==> src/rtl/led_serial_rx.sv <==
// Serial-to-parallel receiver for the LED shift-register link.
// It samples the link lines, rebuilds MSB-first frames and flags completed or aborted frames.
module led_serial_rx #(
    parameter int WIDTH        = 16,
    parameter int SYNC_STAGES  = 2,
    parameter int IDLE_TIMEOUT = 1024
) (
    input  logic             clk,
    input  logic             RSTN,
    input  logic             led_clk_in,
    input  logic             led_do_in,
    input  logic             led_clr_in,
    output logic [WIDTH-1:0] data,
    output logic             data_valid,
    output logic             frame_err,
    output logic             busy
);

    localparam int CNT_W  = $clog2(WIDTH + 1);
    localparam int IDLE_W = $clog2(IDLE_TIMEOUT + 1);
    localparam logic [CNT_W-1:0]  LAST_BIT = CNT_W'(WIDTH - 1);
    localparam logic [IDLE_W-1:0] IDLE_MAX = IDLE_W'(IDLE_TIMEOUT - 1);

    logic [SYNC_STAGES-1:0] clk_sync_q;
    logic [SYNC_STAGES-1:0] do_sync_q;
    logic [SYNC_STAGES-1:0] clr_sync_q;
    logic                   clk_del_q;

    logic [WIDTH-1:0]  shreg_q, shreg_d;
    logic [CNT_W-1:0]  bit_cnt_q, bit_cnt_d;
    logic [IDLE_W-1:0] idle_cnt_q, idle_cnt_d;
    logic [WIDTH-1:0]  data_q, data_d;
    logic              data_valid_q, data_valid_d;
    logic              frame_err_q, frame_err_d;
    logic              busy_q;

    logic             sync_clk;
    logic             sync_do;
    logic             sync_clr_n;
    logic             shift_edge;
    logic [WIDTH-1:0] shifted;

    assign sync_clk   = clk_sync_q[SYNC_STAGES-1];
    assign sync_do    = do_sync_q[SYNC_STAGES-1];
    assign sync_clr_n = clr_sync_q[SYNC_STAGES-1];
    assign shift_edge = sync_clk & ~clk_del_q;
    assign shifted    = {shreg_q[WIDTH-2:0], sync_do};

    // Equal-depth chains keep data and shift clock cycle-aligned after synchronization.
    always_ff @(posedge clk or negedge RSTN) begin
        if (!RSTN) begin
            clk_sync_q <= '0;
            do_sync_q  <= '0;
            clr_sync_q <= '0;
            clk_del_q  <= 1'b0;
        end else begin
            // NOTE: non-blocking assignments let every flop sample the pre-edge value of its neighbour.
            clk_sync_q <= {clk_sync_q[SYNC_STAGES-2:0], led_clk_in};
            do_sync_q  <= {do_sync_q[SYNC_STAGES-2:0], led_do_in};
            clr_sync_q <= {clr_sync_q[SYNC_STAGES-2:0], led_clr_in};
            clk_del_q  <= sync_clk;
        end
    end

    always_ff @(posedge clk or negedge RSTN) begin
        if (!RSTN) begin
            shreg_q      <= '0;
            bit_cnt_q    <= '0;
            idle_cnt_q   <= '0;
            data_q       <= '0;
            data_valid_q <= 1'b0;
            frame_err_q  <= 1'b0;
            busy_q       <= 1'b0;
        end else begin
            shreg_q      <= shreg_d;
            bit_cnt_q    <= bit_cnt_d;
            idle_cnt_q   <= idle_cnt_d;
            data_q       <= data_d;
            data_valid_q <= data_valid_d;
            frame_err_q  <= frame_err_d;
            busy_q       <= (bit_cnt_d != '0);
        end
    end

    // Priority: clear over shift edge over idle timeout.
    always_comb begin
        // NOTE: every output of this block gets a default first, so no path can infer a latch.
        shreg_d      = shreg_q;
        bit_cnt_d    = bit_cnt_q;
        idle_cnt_d   = idle_cnt_q;
        data_d       = data_q;
        data_valid_d = 1'b0;
        frame_err_d  = 1'b0;

        if (!sync_clr_n) begin
            shreg_d     = '0;
            bit_cnt_d   = '0;
            idle_cnt_d  = '0;
            frame_err_d = (bit_cnt_q != '0);
        end else if (shift_edge) begin
            idle_cnt_d = '0;
            shreg_d    = shifted;
            if (bit_cnt_q == LAST_BIT) begin
                bit_cnt_d    = '0;
                data_d       = shifted;
                data_valid_d = 1'b1;
            end else begin
                bit_cnt_d = bit_cnt_q + 1'b1;
            end
        end else if (bit_cnt_q == '0) begin
            idle_cnt_d = '0;
        end else if (idle_cnt_q == IDLE_MAX) begin
            frame_err_d = 1'b1;
            shreg_d     = '0;
            bit_cnt_d   = '0;
        end else begin
            idle_cnt_d = idle_cnt_q + 1'b1;
        end
    end

    assign data       = data_q;
    assign data_valid = data_valid_q;
    assign frame_err  = frame_err_q;
    assign busy       = busy_q;

endmodule

==> config.mk <==
export PLATFORM = sky130hd
export DESIGN_NAME = led_serial_rx
export DESIGN_NICKNAME = d
export VERILOG_FILES = /design/src/rtl/led_serial_rx.sv
export SDC_FILE = /design/constraint.sdc
export NUM_CORES = 1
export LEC_CHECK = 0
export BUFFER_PORTS_ARGS = -buffer_cell sky130_fd_sc_hd__buf_4
export CAP_MARGIN = 20
export CORE_UTILIZATION = 57
export CTS_CLUSTER_DIAMETER = 50
export DETAILED_ROUTE_END_ITERATION = 10
export HOLD_SLACK_MARGIN = 0.02
export PLACE_DENSITY = 0.77
export SLEW_MARGIN = 20
export SYNTH_ARGS = -nofsm -noshare
export SYNTH_HDL_FRONTEND = slang
export SYNTH_SLANG_ARGS = --single-unit
==> constraint.sdc <==
create_clock -name clk -period 2.99 [get_ports clk]
set_clock_uncertainty 0.15 [all_clocks]
set_input_delay 0.598 -clock clk [delete_from_list [all_inputs] [get_ports clk]]
set_output_delay 0.598 -clock clk [all_outputs]
set_load 0.005 [all_outputs]
==> results.ini, run 1 <==
[run]
max-cap-violations = 0

[clock_network]
cts-resized-gates = 0
numCtsBuffers = 9
path_clk_slew_ns = 0.06
cts_buffer_depth = 2
ctsRootBufferMaster = clkbuf_8
postCtsSetupBuffers = 0
ctsHoldBuffers = 0
cts_tree = built
clock_latency_ns = 0.33
htreeDepth = 3
numClockSinks = 57

[timing]
relSlewSlack_pct = 54.9
slew_violations = 0
timing.fmax_ghz = 0.397
min_period_over_period_pct = 84.2
worst_pin_slew_ns = 0.677
fin_tns_setup_ns = 0
final-hold-violation-count = 0
finalSetupViolations = 0
fin_crit_ns = 2.52
rsz0062_at_grt = no

[critical_path]
r2r_start = idle_cnt_q[0]
path_max_fanout = 13
slowest_stage = or4_4
worstRegToRegCells = 6
worstSetupStartpointType = flop
worstPathCellList = ha_1 -> nand3_2 -> or4_4 -> o21a_1 -> a21boi_0 -> or4_1
crit_start = idle_cnt_q[0]
end_kind = flop
cp.required_ns = 3.04
path_class = reg2reg
max_stage_delay_ns = 0.60
rrSetupSlack_ns = 0.47
cp.arrival_ns = 2.57
r2r_end = busy

[detailed_routing]
via_per_inst = 5.74
wire_per_inst_um = 16.4
num_vias = 1424
totalWireLength_um = 4060
drt-initial-drc-count = 87
first_pass_iters = 4
detail-route-antenna-nets = 0
drcViolationCount = 0

[run_status]
status = complete, no violations

[floorplan]
fp.dieArea_mm2 = 0.00416
die_w_um = 64.5
die_h_um = 64.5
start_util_pct = 60.0
ios = 24
core_mm2 = 0.00372
num_rows = 22

[synth]
synthTopCellsByArea = dfrtp_1 64%, mux2_2 8.1%, a22o_1 5.9%
synth-edff-count = 0
synth_area_leader_cell = dfrtp_1
synth_ff_type = dfrtp_1
async_flop_share_pct = 100
yosysUniqueCellTypes = 33
yosysMostFrequentCell = dfrtp_1
avgSynthCellArea_um2 = 13.4
synth_nets = 174
syn_inst = 166
synth_common_cells = 57 x dfrtp_1, 16 x mux2_2, 15 x a22o_1, 11 x a21oi_1
synth_seq_cells = 57
ys_warn_count = 0
seq_area_frac_synth_pct = 64.0
synth_top_area_share_pct = 64.0
syn_area_mm2 = 0.00223

[power_and_ir_drop]
power_frac_clock_pct = 53.8
seqPwrFrac_pct = 43.6
p_sw_w = 0.000330
pwr-share-comb_pct = 2.6
p_per_area_mw_per_mm2 = 666
leakage_nw = 1.32
p_sw_share_pct = 18.2
peakVddDrop_mv = 0.511
p_int_w = 0.00148
totalPowerFinal_w = 0.00181

[placed_design]
portBuffers = 23
gp_congestion = 0.866
dp_hpwl_um = 2710

[min_path]
hold_class = in2async

[final_layout]
final_nets = 203
fillers = 252
area_delta_synth_final_pct = 21.9
drive_gt1_share_pct = 30.5
insertedDiodeCount = 0
final_core_util_pct = 73.1

[global_route]
antenna_found_initial = 0
track_usage_pct = 23.1
gr-total-overflow = 0
grt_max_degree = 58
grt_pass1_vias = 1521
grt_first_pass_wirelength_um = 6890

==> sequential cells by signal, indices dropped and copies added, names as in the netlist <==
register and count:
bit_cnt_q 5, busy 1, clk_del_q 1, clk_sync_q 2, clr_sync_q 2, data 16
data_valid 1, do_sync_q 2, frame_err 1, idle_cnt_q 11, shreg_q 15
==> layout make-up <==
type	instances	area, um^2	share of cell area [%]
multi-input cells	98	751	27.6
repair buffers	25	188	6.91
inverters	4	15.0	0.553
clock buffers	11	151	5.57
flip-flops and latches	57	1430	52.5
well taps	48	60.1	2.21
clock inverters	5	125	4.61
==> power by group through the flow <==
| stage | logic, W | registers, W | clock network (W) |
|---|---|---|---|
| after floorplan | 0.0000226 | 0.000801 | 0 |
| after global routing | 0.0000553 | 0.000788 | 0.00102 |
| after global placement | 0.0000464 | 0.000801 | 0 |
| after CTS | 0.0000489 | 0.000788 | 0.000984 |
| after detailed placement | 0.0000487 | 0.000802 | 0 |
| final | 0.0000477 | 0.000788 | 0.000972 |
==> kinds of logic (layout without fill, tap and decap cells) <==
logic type,Yosys count,in the layout,synth area share (%)
AND/OR/NAND/NOR,35,35,9.32
buffers and inverters,11,45,2.30
XOR/XNOR,10,10,3.93
AO/OA/AOI/OAI,33,33,10.2
adder cells (fa/ha/maj),3,3,1.68
flip-flops,57,57,64.0
multiplexers,17,17,8.53
==> cells in the final DEF (no fill, tap or decap), types with 4 or more instances in the layout <==
master,netlist,final
dfrtp_1,57,57
buf_4,0,25
mux2_2,16,16
a22o_1,15,15
a21oi_1,11,11
clkbuf_8,0,11
nand2_1,6,6
nor2_1,6,6
xor2_1,6,6
inv_1,4,4
xnor2_1,4,4
nand4_1,4,4
nand3_1,4,4
o21ai_0,4,4
bufinv_16,0,4
==> worst max-delay path, delay by kind of cell, from the launching register on <==
kind	cells	cell delay (ns)
compound gates	2	0.35
simple gates	3	1.22
flops	1	0.39
fa+ha+maj	1	0.27
==> how the worst max path moves through the flow <==
stage	slack (ns)	endpoint	cells after the start
2_1_floorplan	0.60	busy	7
3_3_place_gp	0.58	busy	6
3_5_place_dp	0.49	busy	6
4_1_cts	0.47	busy	6
5_1_grt	0.41	busy	6
6_report	0.47	busy	6
==> layer usage <==
| layer | up-vias | track usage (%) | share of wire, % |
|---|---|---|---|
| met5 | - | 0 | 0 |
| met4 | 0 | 15.3 | 2.5 |
| met3 | 12 | 6.87 | 4.1 |
| met2 | 35 | 38.0 | 51 |
| met1 | 720 | 26.0 | 42 |
| li1 | 657 | - | - |
==> through the flow <==
step | hold slack (ns) | area (um^2) | setup WS, ns | cells
final | 0.165 | 2720 | 0.472 | 248
after global placement | 0.183 | 2440 | 0.582 | 232
after detailed placement | 0.188 | 2440 | 0.490 | 232
after global routing | 0.207 | 2720 | 0.412 | 248
after CTS | 0.178 | 2720 | 0.467 | 248
after floorplan | 0.152 | 2230 | 0.600 | 166
No activity file was read; power rests on OpenSTA's default activity.
==> run 2, diff against run 1 <==
==> constraint.sdc (replaced) <==
create_clock -name clk -period 2.4 [get_ports clk]
set_clock_uncertainty 0.15 [all_clocks]
set_input_delay 0.48 -clock clk [delete_from_list [all_inputs] [get_ports clk]]
set_output_delay 0.48 -clock clk [all_outputs]
set_load 0.005 [all_outputs]
==> results.ini, run 2 (synthesis gave the netlist of run 1 again) <==
[critical_path]
slowest_stage = or4_4  ; unchanged
cp.arrival_ns = 2.36  ; was 2.57 ns
path_max_fanout = 4  ; was 13
path_class = reg2reg  ; unchanged
cp.required_ns = 2.44  ; was 3.04 ns
rrSetupSlack_ns = 0.08  ; was 0.47 ns
worstSetupStartpointType = flop  ; unchanged
max_stage_delay_ns = 0.52  ; was 0.60 ns
crit_start = idle_cnt_q[1]  ; was idle_cnt_q[0]
end_kind = flop  ; unchanged
worstPathCellList = ha_2 -> nand3_2 -> or4_4 -> o21a_1 -> a21boi_0 -> or4_1  ; was ha_1 -> nand3_2 -> or4_4 -> o21a_1 -> a21boi_0 -> or4_1
r2r_start = idle_cnt_q[1]  ; was idle_cnt_q[0]

[power_and_ir_drop]
p_int_w = 0.00184  ; was 0.00148 W
p_per_area_mw_per_mm2 = 815  ; was 666 mW/mm^2
p_sw_share_pct = 18.1  ; was 18.2%
pwr-share-comb_pct = 2.7  ; was 2.6%
totalPowerFinal_w = 0.00225  ; was 0.00181 W
p_sw_w = 0.000408  ; was 0.000330 W
seqPwrFrac_pct = 43.6  ; about the same
peakVddDrop_mv = 0.851  ; was 0.511 mV
power_frac_clock_pct = 53.7  ; was 53.8%
leakage_nw = 1.35  ; was 1.32 nW

[final_layout]
final_nets = 209  ; was 203
final_cell_mix = 57 x dfrtp_1, 31 x buf_4, 16 x mux2_2  ; was 57 x dfrtp_1, 25 x buf_4, 16 x mux2_2
layout_commonest_cell = dfrtp_1  ; unchanged
stdcell_area_mm2 = 0.00276  ; was 0.00272 mm^2
drive_gt1_share_pct = 33.0  ; was 30.5%
insertedDiodeCount = 0  ; unchanged
largest_reg_flops = 16  ; unchanged
fillers = 241  ; was 252
area_delta_synth_final_pct = 24.0  ; was 21.9%

[clock_network]
numCtsBuffers = 9  ; unchanged
ctsHoldBuffers = 0  ; unchanged
cts_tree = built  ; unchanged
clock_latency_ns = 0.33  ; about the same
htreeDepth = 3  ; unchanged
path_clk_slew_ns = 0.06  ; about the same
numClockSinks = 57  ; unchanged
cts_buffer_depth = 2  ; unchanged
ctsRootBufferMaster = clkbuf_8  ; unchanged

[placed_design]
dp_hpwl_um = 2440  ; was 2710 um
portBuffers = 23  ; unchanged
gp_congestion = 0.881  ; was 0.866
place_area_mm2 = 0.00248  ; was 0.00244 mm^2

[timing]
min_period_over_period_pct = 96.6  ; was 84.2%
holdWs_ns = 0.0339  ; was 0.165 ns
fin_crit_ns = 2.32  ; was 2.52 ns
final-hold-violation-count = 0  ; unchanged
slew_violations = 0  ; unchanged
worst_pin_slew_ns = 0.673  ; was 0.677 ns
fin_tns_setup_ns = 0  ; unchanged
timing.fmax_ghz = 0.431  ; was 0.397 GHz
finalSetupViolations = 0  ; unchanged
relSlewSlack_pct = 55.2  ; was 54.9%
rsz0062_at_grt = no  ; unchanged

[detailed_routing]
detail-route-antenna-nets = 0  ; unchanged
via_per_inst = 5.59  ; was 5.74
wire_per_inst_um = 14.7  ; was 16.4 um
drt-initial-drc-count = 72  ; was 87
drcViolationCount = 0  ; unchanged
num_vias = 1421  ; was 1424
totalWireLength_um = 3750  ; was 4060 um
first_pass_iters = 4  ; unchanged

[global_route]
grt_max_degree = 58  ; unchanged
track_usage_pct = 20.8  ; was 23.1%
gr-total-overflow = 0  ; unchanged
antenna_found_initial = 0  ; unchanged
grt_first_pass_wirelength_um = 6300  ; was 6890 um
grt_pass1_vias = 1432  ; was 1521

[run_status]
status = complete, no violations  ; unchanged

[floorplan]
num_rows = 22  ; unchanged
die_h_um = 64.5  ; unchanged
core_mm2 = 0.00372  ; unchanged
ios = 24  ; unchanged
die_w_um = 64.5  ; unchanged
fp.dieArea_mm2 = 0.00416  ; unchanged
start_util_pct = 60.0  ; unchanged

[min_path]
hold_class = in2async  ; unchanged

[run]
max-cap-violations = 0  ; unchanged

==> run 2: changes by cell type in the layout (fill, tap and decap cells not counted), sizes merged <==
cell	previous run	this run
buf	25	31
==> run 2: metal layers <==
layer / global-route usage, % / vias up / part of all wire (%)
met4: 10.3 / 0 / 1.9
li1: - / 663 / -
met2: 32.9 / 32 / 49
met5: 0 / - / 0
met3: 8.10 / 9 / 4.2
met1: 24.9 / 717 / 45
==> run 2: cell type report <==
type | count | area, um^2 | share of cell area [%]
tap | 48 | 60.1 | 2.17
inverter | 4 | 15.0 | 0.543
multi-input combinational | 98 | 753 | 27.3
sequential | 57 | 1430 | 51.6
clock inverter | 5 | 125 | 4.53
timing repair buffer | 31 | 233 | 8.42
clock buffer | 11 | 151 | 5.48
==> run 2: worst paths after layout <==
kind | endpoint | cells past startpoint
min in group clk | do_sync_q[0] | 1
worst max-delay path | busy | 6
worst min register to register | clr_sync_q[1] | 0
worst max register to register | busy | 6
worst min-delay path | shreg_q[8] | 1
max in group asynchronous | clk_del_q | 1
==> run 2: power by group through the flow <==
stage | clock, W | combinational, W | sequential [W]
6_report | 0.00121 | 0.0000619 | 0.000981
5_1_grt | 0.00127 | 0.0000713 | 0.000983
4_1_cts | 0.00123 | 0.0000623 | 0.000982
3_5_place_dp | 0 | 0.0000623 | 0.000999
3_3_place_gp | 0 | 0.0000597 | 0.000998
2_1_floorplan | 0 | 0.0000282 | 0.000998
==> run 2: through the flow <==
stage | cells | util (%) | setup WS, ns
global placement | 237 | 66.7 | 0.132
floorplan | 166 | - | 0.0104
detailed placement | 237 | 66.7 | 0.0631
CTS | 253 | 74.1 | 0.0519
global route | 254 | 74.4 | 0.00418
finish | 254 | 74.4 | 0.0823
==> run 2: what timing repair did <==
| action | in CTS | in global routing |
|---|---|---|
| endpoints found under the hold margin | 0 | 0 |
| setup buffers | 0 | 1 |
| endpoints found under the setup margin | 0 | 1 |
| resized for setup | 0 | 1 |
==> run 2: worst max-delay path, delay by kind of cell, from the launching register on <==
family,cells,cell delay [ns]
AND/OR/NAND/NOR,3,1.12
flip-flops,1,0.38
AO/OA/AOI/OAI,2,0.34
adder cells (fa/ha/maj),1,0.20
